### config.mk
export PLATFORM = sky130hd
export DESIGN_NAME = block_serial_cla_adder
export DESIGN_NICKNAME = d
export VERILOG_FILES = /design/src/rtl/cla_pkg.sv /design/src/rtl/cla_chunk_adder.sv /design/src/rtl/block_serial_cla_adder.sv
export SDC_FILE = /design/constraint.sdc
export NUM_CORES = 1
export LEC_CHECK = 0
export BUFFER_PORTS_ARGS = -buffer_cell sky130_fd_sc_hd__buf_2
export CELL_PAD_IN_SITES_DETAIL_PLACEMENT = 1
export CELL_PAD_IN_SITES_GLOBAL_PLACEMENT = 1
export CORE_MARGIN = 8
export CORE_UTILIZATION = 35
export CTS_CLUSTER_DIAMETER = 60
export CTS_CLUSTER_SIZE = 20
export DETAILED_ROUTE_END_ITERATION = 6
export GPL_TIMING_DRIVEN = 0
export PLACE_DENSITY = 0.75
export SYNTH_ARGS = -nofsm -noshare
export SYNTH_HDL_FRONTEND = slang
export SYNTH_SLANG_ARGS = --single-unit
### constraint.sdc
create_clock -name clk -period 8.45 [get_ports clk]
set_clock_uncertainty 0.05 [all_clocks]
set_input_delay 0 -clock clk [delete_from_list [all_inputs] [get_ports clk]]
set_output_delay 0 -clock clk [all_outputs]
set_load 0.02 [all_outputs]
### src/rtl/cla_pkg.sv
// Shared types and default sizing for the block-serial carry-lookahead adder.
package cla_pkg;

  typedef enum logic [1:0] {
    IDLE = 2'd0,
    RUN  = 2'd1,
    DONE = 2'd2
  } state_t;

  localparam int DEFAULT_W = 64;
  localparam int DEFAULT_N = 16;

endpackage

### src/rtl/cla_chunk_adder.sv
// One N-bit lookahead chunk: bit carries, chunk sum and group propagate/generate.
module cla_chunk_adder
  import cla_pkg::*;
#(
  parameter int N = DEFAULT_N
) (
  input  logic [N-1:0] a,
  input  logic [N-1:0] b,
  input  logic         ci,
  output logic [N-1:0] s,
  output logic         P,
  output logic         G,
  output logic         co,
  output logic         c_msb
);

  logic [N-1:0] p;
  logic [N-1:0] g;
  logic [N:0]   c;
  logic [N:0]   gc;

  assign p = a ^ b;
  assign g = a & b;

  // gc is the same chain seeded with 0, which is the chunk's group generate
  always_comb begin
    c     = '0;
    gc    = '0;
    c[0]  = ci;
    gc[0] = 1'b0;
    for (int i = 0; i < N; i++) begin
      c[i+1]  = g[i] | (p[i] & c[i]);
      gc[i+1] = g[i] | (p[i] & gc[i]);
    end
  end

  assign s     = p ^ c[N-1:0];
  assign P     = &p;
  assign G     = gc[N];
  assign co    = c[N];
  assign c_msb = c[N-1];

endmodule

### src/rtl/block_serial_cla_adder.sv
// W-bit adder that processes one N-bit lookahead chunk per cycle behind a
// valid/ready handshake on both sides.
//
// state | meaning
// IDLE  | in_ready=1, waiting to capture a, b, cin
// RUN   | one chunk per cycle, index 0..K-1
// DONE  | out_valid=1, result held until out_ready
module block_serial_cla_adder
  import cla_pkg::*;
#(
  parameter int W = DEFAULT_W,
  parameter int N = DEFAULT_N
) (
  input  logic         clk,
  input  logic         rst,
  input  logic         in_valid,
  output logic         in_ready,
  input  logic [W-1:0] a,
  input  logic [W-1:0] b,
  input  logic         cin,
  output logic         out_valid,
  input  logic         out_ready,
  output logic [W-1:0] sum,
  output logic         cout,
  output logic         ovf
);

  localparam int K  = W / N;
  localparam int IW = (K > 1) ? $clog2(K) : 1;

  state_t         state_q, state_d;
  logic [W-1:0]   a_q, b_q, sum_q;
  logic           carry_q, cout_q, ovf_q;
  logic [IW-1:0]  idx_q;

  logic [N-1:0]   a_c, b_c, s_c;
  logic           p_grp, g_grp, co_c, cmsb_c;
  logic           last;

  always_comb begin
    a_c = '0;
    b_c = '0;
    for (int k = 0; k < K; k++) begin
      if (idx_q == IW'(k)) begin
        a_c = a_q[k*N +: N];
        b_c = b_q[k*N +: N];
      end
    end
  end

  assign last = (idx_q == IW'(K - 1));

  cla_chunk_adder #(.N(N)) u_chunk (
    .a     (a_c),
    .b     (b_c),
    .ci    (carry_q),
    .s     (s_c),
    .P     (p_grp),
    .G     (g_grp),
    .co    (co_c),
    .c_msb (cmsb_c)
  );

  always_comb begin
    state_d = state_q;
    case (state_q)
      IDLE:    if (in_valid) state_d = RUN;
      RUN:     if (last) state_d = DONE;
      DONE:    if (out_ready) state_d = IDLE;
      default: state_d = IDLE;
    endcase
  end

  always_ff @(posedge clk) begin
    if (rst) state_q <= IDLE;
    else     state_q <= state_d;
  end

  always_ff @(posedge clk) begin
    if (rst) begin
      a_q     <= '0;
      b_q     <= '0;
      sum_q   <= '0;
      carry_q <= 1'b0;
      cout_q  <= 1'b0;
      ovf_q   <= 1'b0;
      idx_q   <= '0;
    end else begin
      case (state_q)
        IDLE: begin
          if (in_valid) begin
            a_q     <= a;
            b_q     <= b;
            carry_q <= cin;
            idx_q   <= '0;
          end
        end
        RUN: begin
          carry_q <= g_grp | (p_grp & carry_q);
          idx_q   <= idx_q + IW'(1);
          for (int k = 0; k < K; k++) begin
            if (idx_q == IW'(k)) sum_q[k*N +: N] <= s_c;
          end
          if (last) begin
            cout_q <= co_c;
            ovf_q  <= co_c ^ cmsb_c;
          end
        end
        default: ;
      endcase
    end
  end

  assign in_ready  = (state_q == IDLE);
  assign out_valid = (state_q == DONE);
  assign sum       = sum_q;
  assign cout      = cout_q;
  assign ovf       = ovf_q;

endmodule

[Word level (Yosys, flattened, before mapping)]
Index checks and enable logic that the tools add are counted.
Operators by class
  add/sub/neg operators: 1
  equality and inequality tests: 8
  muxes and demuxes: 16
  bitwise logic cells: 68
  reduce and logical (&&, ||, !) cells: 11
Operators with widths (count)
  $mux W16: 8
  $and A1 B1 Y1: 32
  $or A1 B1 Y1: 32
  $xor A16 B16 Y16: 2
  $and A16 B16 Y16: 1
  $reduce_and A16 Y1: 1
  $reduce_and A2 Y1: 6
  $mux W2: 4
  $eq A2 B2 Y1 const B: 3
  $pmux W2 S3: 1
  $eq A2 B1 Y1 const B: 2
  $logic_not A2 Y1: 2
  $ne A2 B2 Y1 const B: 2
  $pmux W2 S2: 1
  $reduce_and A3 Y1: 1
  $add A2 B1 Y2 const B: 1
  $ne A2 B1 Y1 const B: 1
  $pmux W1 S2: 1
  $reduce_bool A2 Y1: 1
  $mux W1: 1
  $xor A1 B1 Y1: 1
Storage, ports and cells
  register bits: 199
  bits of input ports: 133
  output and inout port bits: 68
  logic and storage cells: 115

[Longest topological paths before layout]
  depth after elaboration: 39
  depth in mapped cells: 29

[By module]
Synthesis repeated with hierarchy kept, for this count alone.
Unflattened totals
  cells, all modules: 1162
  area, all modules: 8912.3 um^2
By module, submodules not included
  block_serial_cla_adder: times used 1, cells an instance 1096, area an instance 8190.4 um^2, seq. area each 3983.8 um^2
  cla_chunk_adder: times used 1, cells an instance 66, area an instance 721.9 um^2, seq. area each 0.0 um^2

[Worst setup path after synthesis]
No wires, ideal clock.
  path kind: reg2reg
  start point: register idx_q[0]
  end point: register sum_q[15], in the netlist sum[15]
  setup time: 0.132 ns
  data arrival time: 8.316 ns
  slack: -0.048 ns
  stages on the path, launching flop included: 29
  clock period less this slack: 8.498 ns
  cells stage by stage: dfxtp_1 -> inv_1 -> ha_1 -> clkbuf_1 -> clkbuf_1 -> nand3b_1 -> a21oi_1 -> a21oi_1 -> o21ai_0 -> fa_1 -> fa_1 -> fa_1 -> inv_1 -> fa_1 -> fa_1 -> fa_1 -> fa_1 -> fa_1 -> fa_1 -> fa_1 -> fa_1 -> fa_1 -> fa_1 -> fa_1 -> fa_1 -> inv_1 -> fa_1 -> nand2_1 -> a21oi_1
On the way
  longest elaborated chain between the ends: 37
  elaborated cells on any way between the ends: 46
RTL lines
  start, declared: RTL line block_serial_cla_adder.sv:34  | logic [IW-1:0] idx_q;
  start signal, assigned: RTL line block_serial_cla_adder.sv:100  | idx_q <= idx_q + IW'(1);
  $logic_not A2 Y1: RTL line block_serial_cla_adder.sv:44  | if (idx_q == IW'(k)) begin
  $mux W16 (4 in series): RTL line block_serial_cla_adder.sv:44
  $xor A16 B16 Y16: RTL line cla_chunk_adder.sv:22  | assign p = a ^ b;
  $and A1 B1 Y1: RTL line cla_chunk_adder.sv:32  | c[i+1] = g[i] | (p[i] & c[i]);
  $or A1 B1 Y1: RTL line cla_chunk_adder.sv:32
  $and A1 B1 Y1: RTL line cla_chunk_adder.sv:32
  $or A1 B1 Y1: RTL line cla_chunk_adder.sv:32
  $and A1 B1 Y1: RTL line cla_chunk_adder.sv:32
  [... 19 more ...]
  $and A1 B1 Y1: RTL line cla_chunk_adder.sv:32
  $or A1 B1 Y1: RTL line cla_chunk_adder.sv:32
  $and A1 B1 Y1: RTL line cla_chunk_adder.sv:32
  $or A1 B1 Y1: RTL line cla_chunk_adder.sv:32
  $and A1 B1 Y1: RTL line cla_chunk_adder.sv:32
  $or A1 B1 Y1: RTL line cla_chunk_adder.sv:32
  $xor A16 B16 Y16 (*): RTL line cla_chunk_adder.sv:37  | assign s = p ^ c[N-1:0];
  named net s_c[15]: RTL line block_serial_cla_adder.sv:36  | logic [N-1:0] a_c, b_c, s_c;
  end signal, assigned: RTL line block_serial_cla_adder.sv:83  | sum_q <= '0;
  end signal, assigned by index: RTL line block_serial_cla_adder.sv:102  | if (idx_q == IW'(k)) sum_q[k*N +: N] <= s_c;
  end, declared: RTL line block_serial_cla_adder.sv:32  | logic [W-1:0] a_q, b_q, sum_q;
The timed path passes the listed nets; every way through them passes the cells marked *.
A chain may end at the register's enable or synchronous reset.

[Worst setup path after layout]
  start point: register idx_q[0]
  end point: register sum_q[63], in the netlist sum[63]
The elaborated chain is that of the path after synthesis.

==> metrics.md <==
| Metric | Value |
|---|---|
| Worst-Skew Late Latency | `around 450 ps` |
| CTS tree | `yes` |
| Buffers added on ports | `200` |
| Number of global-route vias before repair | `10.3k` |
| RSZ-0062 raised after global routing | `no` |
| Count of different cell masters after synthesis | `slightly above 40` |
| Share of cells above drive strength 1 | `about a fifth` |
| Max-slew violation count | `0` |
| Area occupied by multi-input gates | `between 0.004 and 0.005 mm^2` |
| P_sw | `roughly 650 uW` |
| Top_reg_cell synth | `dfxtp_1` |
| Layout fillers | `between 3k and 4k` |
| DP HPWL | `26100 um` |
| H-tree depth | `4` |
| Lkg Pwr | `between 5 and 6 nW` |
| Nets@finish | `around 1.6k` |
| Clock Tree Buf Depth | `2` |
| CP top delay family | `adder cells` |
| Final period util | `a little over nine tenths` |
| Largest net degree at the start of global routing | `17` |
| Crit end category | `register` |
| GR Util All Layers | `a little under a quarter` |
| Register share of total power | `between 40% and 50%` |
| Synthesis-to-layout area growth | `38.3%` |
| Initial antenna violation count | `1` |
| Syn Inst Count | `between 1k and 1.5k` |
| Worst IR drop on VDD | `roughly 0.12 mV` |
| Most common cell after layout, fill and taps aside | `nand2_1` |
| Slew margin rel. | `between 50 and 60%` |
| Rows | `58` |
| Crit start category | `register` |
| Die area | `just over 0.03 mm^2` |
| Seq cells post-synth | `about 200` |
| Worst hold margin | `just under 80 ps` |
| CP arrival | `around 8500 ps` |
| Root buf cell | `clkbuf_16` |
| Tot Pwr | `2.31 mW` |
| First-pass iteration count of the detailed router | `5` |
| Worst slack, placed | `-1110 ps` |
| # IOs | `201` |
| FFs w/ async S/R, synth | `0%` |
| Setup TNS | `0 ps` |
| Fin. Hold Viols | `0` |
| Register area | `between 0.003 and 0.004 mm^2` |
| Tmin final | `slightly above 8000 ps` |
| Worst Setup Path Type | `reg -> reg` |
| Vias | `between 9k and 10k` |
| Gr ovfl total | `0` |
| Slack of the critical path | `224 ps` |
| Crit-path slowest cell | `fa_2` |
| Worst-path maximum fanout | `10` |
| Die Y | `about 180 um` |
| Slowest stage delay, CP | `480 ps` |
| Most frequent cells in the layout | `nand2_1 (312), buf_2 (219), dfxtp_1 (198), a21oi_1 (192), dlygate4sd3_1 (131)` |
| Crit path required time | `between 8000 and 9000 ps` |
| First-pass GRT wire length | `57300 um` |
| Cell mode on critical path | `fa_2` |
| Core ar. | `roughly 0.025 mm^2` |
| Post-Syn Area per Cell | `8.07 um^2` |
| Net Count, Synth | `about 1.3k` |
| Setup-failing EPs final | `0` |
| Number of max-cap violations | `0` |
| CTS clk-pin slew, worst paths | `around 70 ps` |
| Clock Power Share | `between 30% and 40%` |
| Post-synth design cell area | `about 0.009 mm^2` |
| DR DRC count | `0` |
| Starting Density | `35.6%` |
| CTS Buf Count | `17` |
| WP buf/inv | `5` |
| Starting DRT DRC Count | `a little under 600` |
| Die width | `around 180 um` |
| Status | `complete, no violations` |
| Max frequency | `0.122 GHz` |
| DP Cell Count | `about 1.6k` |
| Switching share of total power | `about 28%` |
| Cell Pwr Density | `roughly 190 mW/mm^2` |
| Routed len/inst | `approximately 21 um` |
| Hold crit path type | `in -> reg` |
| Combinational group share of total power | `between 10% and 20%` |
| Post-synth EDFFs | `0` |
| Drt total wl | `approximately 37000 um` |
| Post-synthesis sequential area ratio | `between 40% and 50%` |
| Yosys warnings | `0` |
| Final antenna-violating net count | `0` |
| Worst slew pin tran | `between 700 and 800 ps` |
| Internal power | `about 1.7 mW` |
| Via-to-Cell Ratio | `between 5 and 6` |
| Fin cells | `between 1.5k and 2k` |
| Clock sinks | `199` |
| GP Congestion | `0.858` |
-- metal layers --
layer	vias to the layer above	wire length (um)	GRT usage, %
met2	252	18700	42.1
met1	4527	15700	27.7
met5	-	0	0
met3	56	1950	4.81
met4	0	849	8.23
li1	4456	-	-
-- stage by stage --
step	area (um^2)	util, %
final	12400	49.2
after global routing	12400	49.2
after CTS	12400	49.1
after detailed placement	10400	41.2
after global placement	10400	41.2
after floorplan	8960	-
-- worst min-delay path, cell delays in order --
cell	delay, ps
buf_2	100
nor2_1	210
or4_1	150
o22ai_1	60
-- path summary, 6_finish.rpt --
kind	startpoint	endpoint	slack, ps	cells past startpoint
worst max-delay path	idx_q[0]	sum[63]	220	27
worst min-delay path	cin	carry_q	80	4
worst max register to register	idx_q[0]	sum[63]	220	27
worst min register to register	sum[17]	sum[17]	400	2
-- flip-flops by register name (all words and copies together), names as in the netlist --
| name | count |
|---|---|
| a_q | 64 |
| b_q | 64 |
| sum | 64 |
| idx_q | 2 |
| carry_q | 1 |
| ovf | 1 |
| state_q | 2 |
| cout | 1 |
-- power by group through the flow --
stage,registers [mW],clock network [mW],logic (mW)
CTS,1.02,0.882,0.403
finish,1.02,0.878,0.415
floorplan,1.04,0,0.203
global placement,1.04,0,0.338
global route,1.02,0.919,0.451
detailed placement,1.04,0,0.347
-- logic make-up after synthesis --
group	count (synthesis)	synth area share (%)
mux	2	0.223
xor+xnor	1	0.0977
buf+inv	100	6.21
flops	199	44.5
fa+ha+maj	36	6.37
compound gates	309	20.6
simple gates	463	22.1
-- cell type report --
cell class                 instances  share of cell area [%]
multi-input combinational        811                    36.1
sequential                       199                    32.1
timing repair buffer             333                    18.8
buffer                            90                    4.37
clock buffer                      22                    3.91
tap                              330                    3.33
clock inverter                     9                    1.11
inverter                           9                   0.272
antenna                            1                  0.0202
-- cells in the mapped netlist, types with 2 or more instances --
| library cell | number | area [um^2] |
|---|---|---|
| buf_2 | 20 | 100 |
| buf_1 | 3 | 11.3 |
| nand3b_1 | 8 | 60.1 |
| a211oi_1 | 50 | 375 |
| nand4_1 | 2 | 12.5 |
| nand3_1 | 2 | 10.0 |
| o21ai_0 | 11 | 55.1 |
| and2_1 | 3 | 18.8 |
| ha_1 | 20 | 250 |
| inv_1 | 9 | 33.8 |
| a21o_1 | 24 | 180 |
| nor2b_1 | 49 | 307 |
| and2_4 | 2 | 17.5 |
| clkbuf_1 | 46 | 173 |
| buf_4 | 7 | 52.6 |
| nor2_1 | 52 | 195 |
| dfxtp_1 | 199 | 3980 |
| fa_1 | 16 | 320 |
| nor3_1 | 26 | 130 |
| a21oi_1 | 192 | 961 |
| nand2_1 | 312 | 1170 |
| mux2i_1 | 2 | 20.0 |
| buf_12 | 2 | 40.0 |
| buf_6 | 13 | 146 |
| a221oi_1 | 24 | 210 |
-- timing repair --
item | 4_1_cts | 5_1_grt
gates resized for setup | 30 | 7
setup endpoints to repair | 14 | 5
buffers inserted | 0 | 2
hold endpoints to repair | 131 | 0
hold buffers | 131 | 0
pin swaps | 2 | 7
cloned | 0 | 0
Note: power is estimated with default switching activity, not from simulation.
